### config.mk
export PLATFORM = sky130hd
export DESIGN_NAME = vend_ctrl_param
export DESIGN_NICKNAME = d
export VERILOG_FILES = /design/src/rtl/vend_pkg.sv /design/src/rtl/vend_stock.sv /design/src/rtl/vend_ctrl_param.sv
export SDC_FILE = /design/constraint.sdc
export NUM_CORES = 1
export LEC_CHECK = 0
export BUFFER_PORTS_ARGS = -buffer_cell sky130_fd_sc_hd__buf_4
export CAP_MARGIN = 5
export CORE_UTILIZATION = 39
export CTS_CLUSTER_SIZE = 28
export DETAILED_ROUTE_END_ITERATION = 16
export PLACE_DENSITY_LB_ADDON = 0.08
export SYNTH_ARGS = -nofsm -noshare
export SYNTH_HDL_FRONTEND = slang
export SYNTH_SLANG_ARGS = --single-unit
export TNS_END_PERCENT = 1
### constraint.sdc
create_clock -name clk -period 3.45 [get_ports clk]
set_input_delay 0 -clock clk [delete_from_list [all_inputs] [get_ports clk]]
set_output_delay 0 -clock clk [all_outputs]
set_load 0.01 [all_outputs]
### src/rtl/vend_pkg.sv
// Shared state encoding and coin decoding for the vending controller.
package vend_pkg;

  typedef enum logic [2:0] {
    ST_IDLE,
    ST_SELECT,
    ST_RECEIVE_MONEY,
    ST_COMPARE,
    ST_PROCESS,
    ST_RETURN_CHANGE
  } vend_state_e;

  localparam logic [2:0] COIN_1  = 3'd1;
  localparam logic [2:0] COIN_2  = 3'd2;
  localparam logic [2:0] COIN_5  = 3'd3;
  localparam logic [2:0] COIN_10 = 3'd4;
  localparam logic [2:0] COIN_20 = 3'd5;

  localparam int COIN_VAL_W = 5;

  // A zero return marks an unrecognised coin code.
  function automatic logic [COIN_VAL_W-1:0] coin_value(input logic [2:0] code);
    case (code)
      COIN_1:  return 5'd1;
      COIN_2:  return 5'd2;
      COIN_5:  return 5'd5;
      COIN_10: return 5'd10;
      COIN_20: return 5'd20;
      default: return 5'd0;
    endcase
  endfunction

endpackage

### src/rtl/vend_stock.sv
// Per-item stock counters: decrement on vend, saturating restock, empty flags.
module vend_stock #(
  parameter int N_ITEMS    = 4,
  parameter int ITEM_W     = 2,
  parameter int STOCK_W    = 4,
  parameter int INIT_STOCK = 3
) (
  input  logic               clk,
  input  logic               reset_n,
  input  logic               dec_en,
  input  logic [ITEM_W-1:0]  dec_item,
  input  logic               restock_en,
  input  logic [ITEM_W-1:0]  restock_item,
  input  logic [STOCK_W-1:0] restock_qty,
  output logic [N_ITEMS-1:0] empty
);

  logic [STOCK_W-1:0] stock_q [N_ITEMS];

  function automatic logic [STOCK_W-1:0] sat_add(input logic [STOCK_W-1:0] a,
                                                 input logic [STOCK_W-1:0] b);
    logic [STOCK_W:0] s;
    s = {1'b0, a} + {1'b0, b};
    return s[STOCK_W] ? '1 : s[STOCK_W-1:0];
  endfunction

  always_ff @(posedge clk or negedge reset_n) begin
    if (!reset_n) begin
      for (int i = 0; i < N_ITEMS; i++) stock_q[i] <= STOCK_W'(INIT_STOCK);
    end else begin
      for (int i = 0; i < N_ITEMS; i++) begin
        if (dec_en && dec_item == ITEM_W'(i) && stock_q[i] != '0)
          stock_q[i] <= stock_q[i] - STOCK_W'(1);
        else if (restock_en && restock_item == ITEM_W'(i))
          stock_q[i] <= sat_add(stock_q[i], restock_qty);
      end
    end
  end

  always_comb begin
    empty = '0;
    for (int i = 0; i < N_ITEMS; i++) empty[i] = (stock_q[i] == '0);
  end

endmodule

### src/rtl/vend_ctrl_param.sv
// Vending session controller: item select, coin credit, vend, change return.
//
// state            | meaning
// ST_IDLE          | no session; restock allowed
// ST_SELECT        | waiting for an item selection or cancel
// ST_RECEIVE_MONEY | accepting coins, idle timeout running
// ST_COMPARE       | credit vs price decision
// ST_PROCESS       | vend: deduct price, take one from stock
// ST_RETURN_CHANGE | hand back residual credit, end session
module vend_ctrl_param
  import vend_pkg::*;
#(
  parameter int N_ITEMS    = 4,
  parameter int ITEM_W     = $clog2(N_ITEMS),
  parameter int SUM_W      = 8,
  parameter int STOCK_W    = 4,
  parameter int MAX_MONEY  = 31,
  parameter int INIT_STOCK = 3,
  parameter int TIMEOUT    = 64,
  parameter logic [N_ITEMS*SUM_W-1:0] PRICE_TABLE = {8'd20, 8'd15, 8'd10, 8'd5}
) (
  input  logic               clk,
  input  logic               reset_n,
  input  logic               start,
  input  logic               cancel,
  input  logic               done_money,
  input  logic               continue_buy,
  input  logic               coin_valid,
  input  logic [2:0]         money,
  input  logic               item_valid,
  input  logic [ITEM_W-1:0]  item_in,
  input  logic               restock_en,
  input  logic [ITEM_W-1:0]  restock_item,
  input  logic [STOCK_W-1:0] restock_qty,
  output logic               done,
  output logic               end_trans,
  output logic [SUM_W-1:0]   sum_money,
  output logic [SUM_W-1:0]   price,
  output logic [ITEM_W-1:0]  item_select,
  output logic [SUM_W-1:0]   change,
  output logic               out_stock,
  output logic               coin_reject,
  output logic               insufficient
);

  localparam int TMR_W = $clog2(TIMEOUT + 1);

  vend_state_e state_q, state_d;

  logic [SUM_W-1:0]      credit_q, credit_d, price_d, change_d, sel_price;
  logic [ITEM_W-1:0]     item_d;
  logic [TMR_W-1:0]      tmr_q, tmr_d;
  logic                  done_d, end_d, out_stock_d, reject_d, insuf_d;
  logic                  stock_dec, stock_restock;
  logic [N_ITEMS-1:0]    empty;
  logic [COIN_VAL_W-1:0] coin_val;
  logic [SUM_W:0]        credit_sum;
  logic                  coin_ok, coin_over, can_buy, sel_empty;

  assign coin_val   = coin_value(money);
  assign coin_ok    = (coin_val != '0);
  assign credit_sum = {1'b0, credit_q} + (SUM_W+1)'(coin_val);
  assign coin_over  = credit_sum > (SUM_W+1)'(MAX_MONEY);
  assign can_buy    = (credit_q >= price);
  assign sel_empty  = empty[item_in];
  assign sel_price  = PRICE_TABLE[SUM_W*int'(item_in) +: SUM_W];
  assign sum_money  = credit_q;

  always_ff @(posedge clk or negedge reset_n) begin
    if (!reset_n) state_q <= ST_IDLE;
    else          state_q <= state_d;
  end

  always_comb begin
    state_d = state_q;
    case (state_q)
      ST_IDLE:
        if (start) state_d = ST_SELECT;
      ST_SELECT:
        if (cancel)
          state_d = (credit_q == '0) ? ST_IDLE : ST_RETURN_CHANGE;
        else if (item_valid && !sel_empty)
          state_d = ST_RECEIVE_MONEY;
      ST_RECEIVE_MONEY:
        if (cancel)
          state_d = ST_RETURN_CHANGE;
        else if (done_money)
          state_d = ST_COMPARE;
        else if (coin_valid) begin
          if (coin_ok && coin_over) state_d = ST_RETURN_CHANGE;
        end else if (tmr_q == '0)
          state_d = ST_RETURN_CHANGE;
      ST_COMPARE:
        state_d = can_buy ? ST_PROCESS : ST_RECEIVE_MONEY;
      ST_PROCESS:
        state_d = continue_buy ? ST_SELECT : ST_RETURN_CHANGE;
      ST_RETURN_CHANGE:
        state_d = ST_IDLE;
      default:
        state_d = ST_IDLE;
    endcase
  end

  // Outputs are computed from the upcoming state so each pulse lines up
  // with the cycle the controller spends in the corresponding state.
  always_comb begin
    credit_d      = credit_q;
    price_d       = price;
    item_d        = item_select;
    change_d      = '0;
    end_d         = 1'b0;
    out_stock_d   = 1'b0;
    reject_d      = 1'b0;
    insuf_d       = 1'b0;
    stock_dec     = 1'b0;
    stock_restock = 1'b0;
    case (state_q)
      ST_IDLE:
        stock_restock = restock_en;
      ST_SELECT:
        if (!cancel && item_valid) begin
          if (sel_empty) begin
            out_stock_d = 1'b1;
          end else begin
            price_d = sel_price;
            item_d  = item_in;
          end
        end
      ST_RECEIVE_MONEY:
        if (!cancel && !done_money && coin_valid) begin
          if (!coin_ok || coin_over) reject_d = 1'b1;
          else                       credit_d = credit_sum[SUM_W-1:0];
        end
      ST_COMPARE:
        insuf_d = !can_buy;
      ST_PROCESS: begin
        credit_d  = credit_q - price;
        stock_dec = 1'b1;
      end
      ST_RETURN_CHANGE:
        credit_d = '0;
      default: ;
    endcase

    if (state_d == ST_IDLE) begin
      price_d = '0;
      item_d  = '0;
    end

    done_d = (state_d == ST_PROCESS);
    if (state_d == ST_RETURN_CHANGE) begin
      end_d    = 1'b1;
      change_d = credit_d;
    end

    if (state_d != ST_RECEIVE_MONEY)
      tmr_d = '0;
    else if (state_q != ST_RECEIVE_MONEY || coin_valid)
      tmr_d = TMR_W'(TIMEOUT - 1);
    else
      tmr_d = tmr_q - TMR_W'(1);
  end

  always_ff @(posedge clk or negedge reset_n) begin
    if (!reset_n) begin
      credit_q     <= '0;
      price        <= '0;
      item_select  <= '0;
      tmr_q        <= '0;
      done         <= 1'b0;
      end_trans    <= 1'b0;
      change       <= '0;
      out_stock    <= 1'b0;
      coin_reject  <= 1'b0;
      insufficient <= 1'b0;
    end else begin
      credit_q     <= credit_d;
      price        <= price_d;
      item_select  <= item_d;
      tmr_q        <= tmr_d;
      done         <= done_d;
      end_trans    <= end_d;
      change       <= change_d;
      out_stock    <= out_stock_d;
      coin_reject  <= reject_d;
      insufficient <= insuf_d;
    end
  end

  vend_stock #(
    .N_ITEMS   (N_ITEMS),
    .ITEM_W    (ITEM_W),
    .STOCK_W   (STOCK_W),
    .INIT_STOCK(INIT_STOCK)
  ) u_stock (
    .clk         (clk),
    .reset_n     (reset_n),
    .dec_en      (stock_dec),
    .dec_item    (item_select),
    .restock_en  (stock_restock),
    .restock_item(restock_item),
    .restock_qty (restock_qty),
    .empty       (empty)
  );

endmodule
=== Word-level counts from Yosys, hierarchy flattened ===
Cells that the tools add are included.

* Register bits: 57
* Latch bits: 0
* Memory bits (writable): 0
* ROM bits: 0
* Input port bits: 20
* Word-level logic and storage cells: 148
* Memories: 0

* Add/subtract/negate cells: 11
* Multiply operators: 0
* Div/mod/pow operators: 0
* $lt $le $gt $ge: 3
* Equal/unequal tests: 21
* Shifts and indexed selects: 1
* Mux-type cells: 51
* Bitwise logic cells: 0
* Reduce and logical (&&, ||, !) cells: 46

{| class="wikitable"
|+ Operators by type and width
! kind !! number
|-
| $mux W8 || 7
|-
| $mux W4 || 12
|-
| $mux W3 || 11
|-
| $shiftx A32 B6 Y8 const A || 1
|-
| $pmux W5 S5 || 1
|-
| $pmux W8 S3 || 1
|-
| $add A4 B4 Y5 || 4
|-
| $eq A3 B3 Y1 const B || 6
|-
| $logic_and A1 B1 Y1 || 17
|-
| $logic_not A4 Y1 || 4
|-
| $reduce_bool A4 Y1 || 4
|-
| $sub A4 B1 Y4 const B || 4
|-
| $pmux W3 S5 || 1
|-
| $mux W7 || 2
|-
| $eq A3 B2 Y1 const B || 4
|-
| $reduce_bool A2 Y1 || 6
|-
| $mux W1 || 11
|-
| $add A8 B5 Y9 || 1
|-
| $gt A9 B5 Y1 const B || 1
|-
| $eq A2 B2 Y1 const B || 4
|-
| $ge A8 B8 Y1 || 1
|-
| $logic_not A8 Y1 || 1
|-
| $mux W2 || 4
|-
| $sub A8 B8 Y8 || 1
|-
| 14 further kinds || 24
|}

=== Logic depth before layout (Yosys ltp) ===
* Depth after elaboration: 13
* Gate-level depth with buffers: 13

=== Modules after synthesis ===
A second synthesis with hierarchy kept.

* Cells, all modules: 437
* Area total of the unflattened synthesis: 4,120.2 um2

{| class="wikitable"
|+ Modules (own cells, without submodules)
! module !! times used !! cells an instance !! area an instance (um2) !! seq. area each (um2)
|-
| vend_ctrl_param || 1 || 249 || 2,376.0 || 925.9
|-
| vend_stock || 1 || 188 || 1,744.2 || 410.4
|}

=== Worst setup path after synthesis ===
Ideal clock, no wire load.

* Path type: register to register
* Start: reg credit_q[0], in the netlist sum_money[0]
* End: reg change[7]
* Setup time: 0.134 ns
* Arrival time: 2.650 ns
* Data required time: 3.316 ns
* Slack: 0.665 ns
* Stages on the path, launching flop included: 14
* Buffers on the path: 1
* Period minus slack after synthesis: 2.785 ns
* Cell sequence: dfrtp_1 > inv_1 > ha_1 > inv_1 > fa_1 > a211oi_1 > o22ai_1 > o21bai_1 > inv_1 > a211oi_2 > a22o_1 > a31o_2 > buf_2 > a211oi_1

* Cells in the longest elaborated chain, start to end: 10
* Elaborated cells between the ends (all ways): 20

{| class="wikitable"
|+ RTL lines
! what !! line !! source
|-
| from (decl) || vend_ctrl_param.sv:50 || <nowiki>logic [SUM_W-1:0] credit_q, credit_d, price_d, change_d, sel_price;</nowiki>
|-
| from (signal assigned) || vend_ctrl_param.sv:177 || <nowiki>credit_q <= credit_d;</nowiki>
|-
| $add A8 B5 Y9 || vend_ctrl_param.sv:62 || <nowiki>assign credit_sum = {1'b0, credit_q} + (SUM_W+1)'(coin_val);</nowiki>
|-
| $gt A9 B5 Y1 || vend_ctrl_param.sv:63 || <nowiki>assign coin_over = credit_sum > (SUM_W+1)'(MAX_MONEY);</nowiki>
|-
| $logic_and A1 B1 Y1 || vend_ctrl_param.sv:90 || <nowiki>if (coin_ok && coin_over) state_d = ST_RETURN_CHANGE;</nowiki>
|-
| $mux W3 || vend_ctrl_param.sv:90 ||
|-
| $mux W3 || vend_ctrl_param.sv:89 || <nowiki>else if (coin_valid) begin</nowiki>
|-
| $mux W3 || vend_ctrl_param.sv:87 || <nowiki>else if (done_money)</nowiki>
|-
| $mux W3 || vend_ctrl_param.sv:85 || <nowiki>if (cancel)</nowiki>
|-
| $pmux W3 S5 || vend_ctrl_param.sv:76 || <nowiki>case (state_q)</nowiki>
|-
| $eq A3 B3 Y1 || vend_ctrl_param.sv:151 || <nowiki>if (state_d == ST_RETURN_CHANGE) begin</nowiki>
|-
| $mux W8 * || vend_ctrl_param.sv:151 ||
|-
| named net change_d[7] || vend_ctrl_param.sv:50 ||
|-
| to (signal assigned) || vend_ctrl_param.sv:183 || <nowiki>change <= change_d;</nowiki>
|-
| to (decl) || vend_ctrl_param.sv:40 || <nowiki>output logic [SUM_W-1:0] change,</nowiki>
|}

The timed path passes the listed nets; every way through them passes the cells marked *.
A chain may end at the register's enable or synchronous reset.

=== Worst setup path after layout ===
* Start: reg credit_q[0], in the netlist sum_money[0]
* End: reg change[3]

* Elaborated cells between the ends (all ways): 20

{| class="wikitable"
|+ RTL lines
! what !! line !! source
|-
| $add A8 B5 Y9 || vend_ctrl_param.sv:62 ||
|-
| $gt A9 B5 Y1 || vend_ctrl_param.sv:63 ||
|-
| $logic_or A1 B1 Y1 || vend_ctrl_param.sv:131 || <nowiki>if (!coin_ok || coin_over) reject_d = 1'b1;</nowiki>
|-
| $mux W8 || vend_ctrl_param.sv:131 ||
|-
| $mux W8 || vend_ctrl_param.sv:130 || <nowiki>if (!cancel && !done_money && coin_valid) begin</nowiki>
|-
| $pmux W8 S3 * || vend_ctrl_param.sv:117 || <nowiki>case (state_q)</nowiki>
|-
| named net credit_d[3] || vend_ctrl_param.sv:50 ||
|-
| $mux W8 * || vend_ctrl_param.sv:151 ||
|-
| named net change_d[3] || vend_ctrl_param.sv:50 ||
|}

Marks and branches as above.

==> flow_summary.json <==
{
  "met1_length_mm": 5.282,
  "dr.pass1.iters": 4,
  "worstPathCellList": "ha_1 -> fa_1 -> a21oi_1 -> o221ai_1 -> a311oi_1 -> o2111a_1 -> nor2_1 -> a221o_1 -> nor3b_1",
  "dr.first_iter.drc_count": 162,
  "vdd_ir_drop_max_mv": 0.3228,
  "min-delay-start": "money[1]",
  "yosysUniqueCellTypes": 70,
  "h-tree-depth": 2,
  "overflow": 0,
  "dieArea_sq_mm": 0.01086,
  "cpMaxStageDelayCell": "a311oi_1",
  "layout_setup_ws_ns": 0.3319,
  "worst-path-max-fanout": 10,
  "syn_area_per_cell_sq_um": 8.996,
  "highest_layer": "met4",
  "clock_sinks": 53,
  "synth_edf_count": 0,
  "wl_met3_um": 430,
  "synth_warnings": 0,
  "post-place-ws_ns": 0.3646,
  "viasPerCell": 5.510,
  "cts_resized": 0,
  "port_buffers": 47,
  "yosysTopAreaCell": "dfrtp_1",
  "syn-instance-count": 453,
  "hp-class": "in2reg",
  "crit_path_start": "sum_money[0]",
  "vias": 3499,
  "cts_tree": "built",
  "leakage_nw": 2.153,
  "start_util_pct": 40.94,
  "wire_per_inst_um": 16.74,
  "power.total_mw": 3.710,
  "crit_arrival_ns": 3.31,
  "cts_root_buffer": "clkbuf_8",
  "maxCapViolCount": 0,
  "ctsHoldBuffers": 4,
  "fin_crit_sh_pct": 90.38,
  "die_y_um": 104.2,
  "io_pins": 51,
  "nets": 561,
  "syn_area_sq_mm": 0.004075,
  "critPathRequiredTime_ns": 3.64,
  "areaGrowthSynthToFinish_pct": 15.23,
  "chipWidth_um": 104.2,
  "nFillCells": 965,
  "cts_max_path_buffers": 2,
  "setup.worst_path.class": "reg2reg",
  "layoutNonFillerInstCount": 635,
  "grt_pass1_wl_mm": 17.24,
  "synth_top_area_share_pct": 27.63,
  "drive_gt1_share_pct": 16.14,
  "ys_async_sr_fraction_pct": 100.0,
  "hpwl_mm": 8.091,
  "rows": 36,
  "worst_setup_path_end_kind": "register",
  "finalSetupViolCount": 0,
  "antenna_cells": 0,
  "holdPathStages": 3,
  "worst_slew_pin_slew_ns": 0.8649,
  "dp.cells": 623,
  "path_clk_slew_ns": 0.10,
  "cts_setup_buffers": 0,
  "cp.depth": 9,
  "dr_wl_met2_mm": 4.819,
  "slew_headroom_pct": 41.81,
  "drt_wl_total_mm": 10.63,
  "status": "finished clean",
  "drc": 0,
  "gp_congestion": 0.8814,
  "yosys-top-cells-area": "dfrtp_1 (28%), ha_1 (10%), dfstp_2 (5.2%)",
  "ys_ff_latch": 53,
  "path_delay_family": "compound AO/OA/AOI/OAI gates",
  "reg2reg_depth": 9,
  "p_per_area_mw_per_mm2": 790.0,
  "fin_setup_tns_ns": 0,
  "cp_slowest_stage_delay_ns": 0.49,
  "grt_usage_pct": 19.97,
  "grt_max_degree": 54,
  "skew_ns": 0.009180,
  "core_sq_mm": 0.009955,
  "grt_pass1_vias": 3307,
  "grt_antenna_before_repair": 0,
  "ys.flop_type": "dfrtp_1",
  "period_needed_ns": 3.118,
  "timing_hold_violations_final": 0,
  "rr_startpoint": "sum_money[0]",
  "cts_inserted_buffers": 5,
  "seq_area_frac_synth_pct": 32.79,
  "clk_latency_ns": 0.31,
  "critPathLaunchType": "register",
  "ant_nets": 0,
  "rsz0062_at_grt": "false",
  "drv_slew": 0,
  "critical_path_buf_inv_count": 0,
  "fmax_mhz": 320.7
}
==> cells in the final DEF, fill, tap and decap left out, types with 5 or more instances in the layout <==
cell type	count
buf_4	51
dfstp_2	8
nor2_1	37
nand3_1	7
a21o_1	6
clkbuf_8	6
ha_1	34
nand2_1	23
nand2b_1	9
a21oi_1	23
nor3_1	16
nand3b_1	5
xnor2_1	13
inv_1	40
nor3b_1	11
a31oi_1	11
fa_1	6
dfrtp_1	45
nor2b_1	12
nor4b_1	6
o21a_1	5
a211oi_1	7
o21ai_0	33
==> layout make-up <==
cell class / count / area [sq um] / area share (%)
timing repair buffer: 55 / 422.9 / 9.006
clock buffer: 6 / 82.58 / 1.759
tap: 133 / 166.4 / 3.544
sequential: 53 / 1336 / 28.46
inverter: 41 / 155.1 / 3.304
clock inverter: 2 / 37.54 / 0.7994
multi-input combinational: 345 / 2495 / 53.13
==> kinds of logic after synthesis <==
kind of cell | Yosys count | share of synthesized area, %
AOI/OAI and AO/OA | 128 | 21.52
buffers and inverters | 57 | 6.171
and+or+nand+nor | 154 | 21.52
xor gates and xnor gates | 17 | 3.654
DFF | 53 | 32.79
muxes | 3 | 0.8596
adders and majority gates | 40 | 13.39
other | 1 | 0.09202
==> power by group <==
part | internal, mW | total (mW) | switching, mW
sequential | 0.853 | 1.14 | 0.291
clock | 0.237 | 0.459 | 0.222
combinational | 0.920 | 2.11 | 1.19
total | 2.01 | 3.71 | 1.70
==> state kept, by name (all words and copies together), names as in the netlist <==
name / cells
done: 1
item_select: 2
price: 4
end_trans: 1
state_q: 3
tmr_q: 7
change: 8
u_stock.stock_q: 16
insufficient: 1
sum_money: 8
out_stock: 1
coin_reject: 1
==> final timing paths <==
check	slack, ns	endpoint
min in group asynchronous	0.25	tmr_q[4]
setup / recovery	0.33	change[3]
setup reg to reg	0.33	change[3]
hold / removal	0.02	coin_reject
hold reg to reg	0.51	tmr_q[0]
max in group asynchronous	2.68	sum_money[2]
==> tightest hold or removal path: cells and delay by family <==
| family | cells | cell delay (ns) |
|---|---|---|
| and+or+nand+nor | 1 | 0.09 |
| buffers and inverters | 1 | 0.13 |
| AOI/OAI and AO/OA | 1 | 0.09 |
==> layer usage <==
layer,track usage (%),up-vias
li1,-,1737
met5,0,-
met2,31.48,78
met1,28.84,1678
met3,2.694,6
met4,4.796,0
==> Yosys cell counts, types with 7 or more instances <==
cell / n
dfrtp_1: 45
inv_1: 40
nor2_1: 37
ha_1: 34
o21ai_0: 33
a21oi_1: 23
nand2_1: 23
nor3_1: 16
xnor2_1: 13
nor2b_1: 12
a31oi_1: 11
nor3b_1: 11
nand2b_1: 9
dfstp_2: 8
a211oi_1: 7
nand3_1: 7
==> through the flow <==
stage | area (sq um) | utilization (%) | hold slack [ns]
2_1_floorplan | 4083 | - | -0.2956
3_3_place_gp | 4536 | 45.56 | 0.1083
3_5_place_dp | 4536 | 45.56 | 0.1110
4_1_cts | 4696 | 47.17 | 0.005057
5_1_grt | 4696 | 47.17 | 0.02569
6_report | 4696 | 47.17 | 0.02442
Power figures use the tool's default switching activity.
